## config.mk

```make
export PLATFORM = sky130hd
export DESIGN_NAME = alu_nop_unit
export DESIGN_NICKNAME = d
export VERILOG_FILES = /design/src/rtl/alu_nop_unit.sv
export SDC_FILE = /design/constraint.sdc
export NUM_CORES = 1
export LEC_CHECK = 0
export ABC_AREA = 0
export CAP_MARGIN = 25
export CORE_ASPECT_RATIO = 0.9
export CORE_MARGIN = 2
export CORE_UTILIZATION = 40
export DETAILED_ROUTE_END_ITERATION = 6
export DONT_BUFFER_PORTS = 1
export MAX_ROUTING_LAYER = met4
export PLACE_DENSITY_LB_ADDON = 0.05
export SYNTH_ARGS = -nofsm -noshare
export SYNTH_HDL_FRONTEND = slang
export SYNTH_SLANG_ARGS = --single-unit
export TNS_END_PERCENT = 50
```

## constraint.sdc

```tcl
create_clock -name clk -period 1.91 [get_ports clk]
set_input_delay 0.191 -clock clk [delete_from_list [all_inputs] [get_ports clk]]
set_output_delay 0.191 -clock clk [all_outputs]
set_load 0.02 [all_outputs]
```

## src/rtl/alu_nop_unit.sv

```systemverilog
// NOP execution slot of the 8-bit ALU: valid-only pipeline of LATENCY stages
// with ready/valid handshakes, constant-zero result and a saturating completion counter.

module alu_nop_stage (
   input  logic clk,
   input  logic rst,
   input  logic prev_vld_i,
   input  logic next_adv_i,
   output logic vld_o,
   output logic adv_o
);
   logic vld_q, vld_d;

   // A stage moves when it is empty or its successor is moving this cycle.
   assign adv_o = !vld_q || next_adv_i;
   assign vld_d = adv_o ? prev_vld_i : vld_q;
   assign vld_o = vld_q;

   always_ff @(posedge clk or posedge rst) begin
      if (rst) vld_q <= 1'b0;
      else     vld_q <= vld_d;
   end
endmodule

module alu_nop_unit #(
   parameter int WIDTH     = 8,
   parameter int LATENCY   = 1,
   parameter int CNT_WIDTH = 16
) (
   input  logic                 clk,
   input  logic                 rst,
   input  logic                 in_valid,
   output logic                 in_ready,
   input  logic [WIDTH-1:0]     opA,
   input  logic [WIDTH-1:0]     opB,
   output logic                 out_valid,
   input  logic                 out_ready,
   output logic [WIDTH-1:0]     result,
   output logic                 flag_z,
   output logic                 flag_c,
   output logic                 flag_v,
   output logic                 flag_n,
   output logic [CNT_WIDTH-1:0] nop_count
);
   localparam logic [CNT_WIDTH-1:0] CNT_ONE = {{(CNT_WIDTH-1){1'b0}}, 1'b1};

   if (LATENCY < 1 || LATENCY > 4) begin : g_bad_latency
      $error("alu_nop_unit: LATENCY must be within 1..4");
   end

   logic [LATENCY:0]   vld_pipe;
   logic [LATENCY+1:1] adv;
   logic [CNT_WIDTH-1:0] cnt_q, cnt_d;

   // Operands carry no information for a NOP; they are deliberately sunk here.
   logic unused_ops;
   assign unused_ops = ^{opA, opB};

   assign vld_pipe[0]     = in_valid;
   assign adv[LATENCY+1]  = out_ready;

   for (genvar s = 1; s <= LATENCY; s++) begin : g_stage
      alu_nop_stage u_stage (
         .clk        (clk),
         .rst        (rst),
         .prev_vld_i (vld_pipe[s-1]),
         .next_adv_i (adv[s+1]),
         .vld_o      (vld_pipe[s]),
         .adv_o      (adv[s])
      );
   end

   assign in_ready  = adv[1];
   assign out_valid = vld_pipe[LATENCY];
   assign result    = '0;
   assign flag_z    = out_valid;
   assign flag_c    = 1'b0;
   assign flag_v    = 1'b0;
   assign flag_n    = 1'b0;
   assign nop_count = cnt_q;

   always_comb begin
      cnt_d = cnt_q;
      if (out_valid && out_ready && !(&cnt_q)) cnt_d = cnt_q + CNT_ONE;
   end

   always_ff @(posedge clk or posedge rst) begin
      if (rst) cnt_q <= '0;
      else     cnt_q <= cnt_d;
   end
endmodule

```

### After elaboration in Yosys (flattened, before gate mapping)

Index checks and enable logic that the tools add are counted.

* bits in registers: 17
* bits of input ports: 20
* output and inout port bits: 30

* reduce and logical (&&, ||, !) cells: 6
* add/sub/neg operators: 1

Operator list (count)
* adder 16 x 1 -> 16 bit (second input constant): 1
* AND reduction 16 bit: 1
* logical AND 1 bit: 2
* zero test 1 bit: 2
* logical OR 1 bit: 1

### Logic depth before layout (Yosys ltp)

* depth in word-level cells: 3
* mapped depth: 5

### Modules after synthesis

From an unflattened synthesis, not the netlist that was laid out.

* cells, all modules: 89
* area total of the unflattened synthesis: 932.1 µm²

By module, submodules not included
* alu_nop_unit: area each 880.8 µm², times used 1, cells each 85, sequential area each 400.4 µm²
* alu_nop_stage: area each 51.3 µm², times used 1, cells each 4, sequential area each 25.0 µm²

### Worst setup path before layout

No wires, ideal clock.

* kind: flip-flop to flip-flop
* start: register cnt_q[0], in the netlist nop_count[0]
* end: register cnt_q[4], in the netlist nop_count[4]
* data arrival time: 1.567 ns
* buffers on the path: 0
* stages on the path, launching flop included: 6
* data required time: 1.776 ns
* clock period less this slack: 1.701 ns
* setup slack: 0.209 ns
* library setup time: 0.134 ns
* cell sequence: dfrtp_1 > ha_1 > nand3_1 > o41a_1 > nand4_1 > xnor2_1

* cells in the longest elaborated chain, start to end: 3
* elaborated cells between the ends (all ways): 4
* classes of those cells: add/sub (1); reduce/logical (3)

RTL lines
* start: declaration: RTL line 53 `logic [CNT_WIDTH-1:0] cnt_q, cnt_d;`
* start signal: assignment: RTL line 89 `else cnt_q <= cnt_d;`
* branches (longest 3 deep; another with adder 16 x 1 -> 16 bit)

Parallel ways; which one is timed is not known.
A chain may end at the register's enable or synchronous reset.

### Final worst setup path

* start: register cnt_q[0], in the netlist nop_count[0]
* end: register cnt_q[10], in the netlist nop_count[10]

The elaborated chain is that of the path after synthesis.

==> summary.log <==
qor: status.run_status complete, no violations
qor: power_and_ir_drop.internal_dissipation 637 uW
qor: synth.synth_compound_area_share 3.79%
qor: global_route.gr-total-overflow 0
qor: critical_path.worst_r2r_path_depth 5
qor: hold_path.hold_end g_stage[1].u_stage.vld_o
qor: routing.tritonroute_pass_1_iters 4
qor: clock_network.cts-root-buf sky130_fd_sc_hd__clkbuf_4
qor: power_and_ir_drop.power.net_switching 392 uW
qor: floorplanning.io_pins 50
qor: layout.fill_cell_count 209
qor: synth.yosys.area_share.simple 24.9%
qor: synth.syn_area 923 sq um
qor: critical_path.max_stage_delay 570 ps
qor: hold_path.worstHoldPathType in2reg
qor: placed_design.port_buffers 0
qor: critical_path.family_with_the_most_delay_on_the_worst_path compound AO/OA/AOI/OAI gates
qor: critical_path.worstPathArrival 1930 ps
qor: synth.ys_ff_latch 17
qor: synth.syn_inst 90
qor: clock_network.cts-htree-levels 1
qor: routing.count_of_vias_placed_by_the_detailed_router 679
qor: power_and_ir_drop.p_per_area 948 nW/um^2
qor: critical_path.timing.critical_path.from_type register
qor: hold_path.hp-start out_ready
qor: layout.final_core_util 49.8%
qor: synth.number_of_distinct_library_cells_after_synthesis 23
qor: global_route.grtUsageTotal 14.9%
qor: sta.drv_slew 0
qor: critical_path.cp_slowest_cell sky130_fd_sc_hd__o41a_1
qor: clock_network.cts.sinks 17
qor: routing.met2_wirelength 795 um
qor: sta.final_hold_viol_count 0
qor: clock_network.post-cts-setup-buffers 0
qor: synth.ys_warn_count 0
qor: sta.timing_worst_slew_pin_value 641 ps
qor: synth.post_synth.cell_area_avg 10.3 sq um
qor: routing.finalWirelength 1.77 mm
qor: floorplanning.die_w 54.6 um
qor: layout.multi_input_comb_area 442 sq um
qor: routing.routed_via_count_divided_by_cell_count 4.88
qor: placed_design.hpwlAfterDp 1.36 mm
qor: power_and_ir_drop.power.sequential.fraction 45.0%
qor: clock_network.clock_latency 290 ps
qor: routing.drt-initial-drc-count 9
qor: synth.synth_top_family_by_area simple AND/OR/NAND/NOR gates
qor: routing.wl_per_instance 12.7 um
qor: critical_path.critical_path_buf_inv_count 0
qor: synth.synth_area_leader_cell sky130_fd_sc_hd__dfrtp_1
qor: synth.yosysTopAreaCellShare 46.1%
qor: hold_path.instance_count_along_the_most_critical_hold_path 2
qor: critical_path.critical_path.endpoint_type register
qor: placed_design.finalWeightedCongestion 0.764
qor: sta.rsz0062_at_grt false
qor: critical_path.regToRegSetupSlack 200 ps
qor: sta.fin_clk_skew 1.06 ps
qor: critical_path.r2r_end nop_count[10]
qor: routing.drc 0
qor: global_route.antenna_violations_before_repair 0
qor: critical_path.launching_point_of_the_worst_reg2reg_path nop_count[0]
qor: layout.post_route_cells_drive_above_1_share 20.5%
qor: layout.final-seq-area 425 sq um
qor: power_and_ir_drop.clock_power_share 19.1%
qor: synth.post_synth_main_area_contributors sky130_fd_sc_hd__dfrtp_1 (46%), sky130_fd_sc_hd__xnor2_1 (10%), sky130_fd_sc_hd__buf_4 (9.8%)
qor: routing.top_layer_used met4
qor: routing.met1_length 823 um
qor: synth.seq_area_frac_synth 46.1%
qor: global_route.first_global_vias 635
qor: floorplanning.floorplan.core_area 2180 sq um
qor: layout.finalNetCount 134
qor: synth.synth-adder-area-share 1.36%
qor: clock_network.clockBufferDepth 2
qor: layout.synthToLayoutAreaGrowth 17.6%
qor: sta.achievable-frequency 0.586 GHz
qor: sta.final.period_utilization 89.4%
qor: floorplanning.die_area 2710 sq um
qor: global_route.grt_start_max_net_pins 18
qor: clock_network.worst_setup_hold_path_clk_slew 100 ps
qor: routing.met3RoutedLength 135 um
qor: layout.n_antenna_cell 0
qor: power_and_ir_drop.worst_ir_drop_vdd 0.000737 V
qor: sta.summed_negative_setup_slack_over_all_endpoints 0 ps
qor: power_and_ir_drop.combinationalPowerShare 35.9%
qor: sta.period_needed 1710 ps
qor: clock_network.cts_buffers 3
qor: clock_network.tritoncts built
qor: global_route.grt_pass1_wl 2.87 mm
qor: floorplanning.row_count 16
qor: routing.ant_nets 0
qor: synth.synthXorXnorAreaFrac 13.3%
qor: critical_path.critical_path_required 2130 ps
qor: job.max_cap_violations 0
qor: clock_network.post_cts.resized_instances 0
qor: critical_path.path_max_fanout 7
qor: sta.slew-limit-headroom 57.2%
qor: synth.post_synth_mux_area_share 0%
qor: critical_path.worstSetupPathType reg2reg
qor: sta.setup_viol_count_final 0
qor: floorplanning.die_height 49.6 um
qor: power_and_ir_drop.power_leakage 0.505 nW
qor: floorplanning.starting_density_of_the_core 42.3%
qor: clock_network.cts_hold_buffers 1
qor: power_and_ir_drop.netSwitchingFraction 38.1%
qor: critical_path.timing.critical_path.cells ha_1, nand3_1, o41a_1, nand4_1, xnor2_1
[state kept, by name, summed over array words and instances (netlist names)]
name / flops
g_stage.u_stage.vld_o: 1
nop_count: 16
[final cells by class]
| class | instances | area share (%) |
|---|---|---|
| multi-input combinational | 70 | 40.7 |
| clock buffer | 4 | 2.42 |
| timing repair buffer | 20 | 14.3 |
| inverter | 1 | 0.346 |
| sequential | 17 | 39.2 |
| tap | 27 | 3.11 |
[layer usage]
layer / vias to the layer above / GRT usage, %
met2: 31 / 21.2
met4: 0 / 6.25
met3: 2 / 4.55
li1: 337 / -
met1: 309 / 19.3
met5: - / -
[worst register-to-register path, cell delays in order (launching register included)]
cell                      delay [ps]
sky130_fd_sc_hd__dfrtp_1         370
sky130_fd_sc_hd__ha_1            230
sky130_fd_sc_hd__nand3_1         190
sky130_fd_sc_hd__o41a_1          570
sky130_fd_sc_hd__nand4_1         160
sky130_fd_sc_hd__xnor2_1         120
[through the flow]
| step | hold slack [ps] | cells | cell area [sq um] | total power [mW] | setup WS, ps |
|---|---|---|---|---|---|
| 2_1_floorplan | 117 | 100 | 961 | 0.724 | 209 |
| 3_3_place_gp | 200 | 133 | 1040 | 0.834 | 234 |
| 3_5_place_dp | 215 | 133 | 1040 | 0.841 | 229 |
| 4_1_cts | 0.869 | 138 | 1080 | 1.04 | 198 |
| 5_1_grt | 246 | 139 | 1090 | 1.10 | 65.3 |
| 6_report | 241 | 139 | 1090 | 1.03 | 202 |
[synth_stat cells]
cell / number
sky130_fd_sc_hd__nand4_1: 9
sky130_fd_sc_hd__nor3_1: 4
sky130_fd_sc_hd__nor2_1: 4
sky130_fd_sc_hd__and2_1: 1
sky130_fd_sc_hd__nor4_1: 1
sky130_fd_sc_hd__and4_1: 1
sky130_fd_sc_hd__nand3_1: 5
sky130_fd_sc_hd__xnor2_1: 11
sky130_fd_sc_hd__o41a_1: 1
sky130_fd_sc_hd__nand2_1: 10
sky130_fd_sc_hd__ha_1: 1
sky130_fd_sc_hd__or3_1: 1
sky130_fd_sc_hd__nand2b_1: 2
sky130_fd_sc_hd__xor2_1: 3
sky130_fd_sc_hd__nand4_4: 1
sky130_fd_sc_hd__conb_1: 1
sky130_fd_sc_hd__buf_4: 12
sky130_fd_sc_hd__o41ai_2: 1
sky130_fd_sc_hd__dfrtp_1: 17
sky130_fd_sc_hd__inv_1: 1
sky130_fd_sc_hd__and3b_1: 1
sky130_fd_sc_hd__and3_1: 1
sky130_fd_sc_hd__o21a_1: 1
[power groups by stage]
| stage | sequential (mW) | clock (mW) | combinational, mW |
|---|---|---|---|
| after floorplan | 0.578 | 0 | 0.145 |
| after global placement | 0.468 | 0 | 0.366 |
| after detailed placement | 0.469 | 0 | 0.371 |
| after CTS | 0.463 | 0.204 | 0.373 |
| after global routing | 0.473 | 0.218 | 0.405 |
| final | 0.463 | 0.197 | 0.370 |
[placed cells by master, fill, tap and decap left out, drive strengths merged, types with 2 or more instances in the layout]
cell type     n
buf          18
dfrtp        17
nand2        10
nand4        10
nor2          4
clkbuf        4
xor2          3
nand3         5
dlygate4sd3   2
nor3          4
conb         11
nand2b        2
xnor2        11
[cells by family (layout without fill, tap and decap cells)]
group                      Yosys count  count (layout)
AOI/OAI and AO/OA                    3               3
DFF                                 17              17
other                                1              11
adders and majority gates            1               1
buffers and inverters               13              25
xor gates and xnor gates            14              14
and+or+nand+nor                     41              41
[worst max path at each step]
stage / start / slack (ps) / to / depth (start not counted)
final: nop_count[0] / 200 / nop_count[10] / 5
after CTS: nop_count[0] / 200 / nop_count[10] / 5
after global placement: nop_count[0] / 230 / nop_count[10] / 5
after global routing: nop_count[0] / 70 / nop_count[4] / 5
after floorplan: nop_count[0] / 210 / nop_count[4] / 5
after detailed placement: nop_count[0] / 230 / nop_count[10] / 5
No activity file was read; power rests on OpenSTA's default activity.
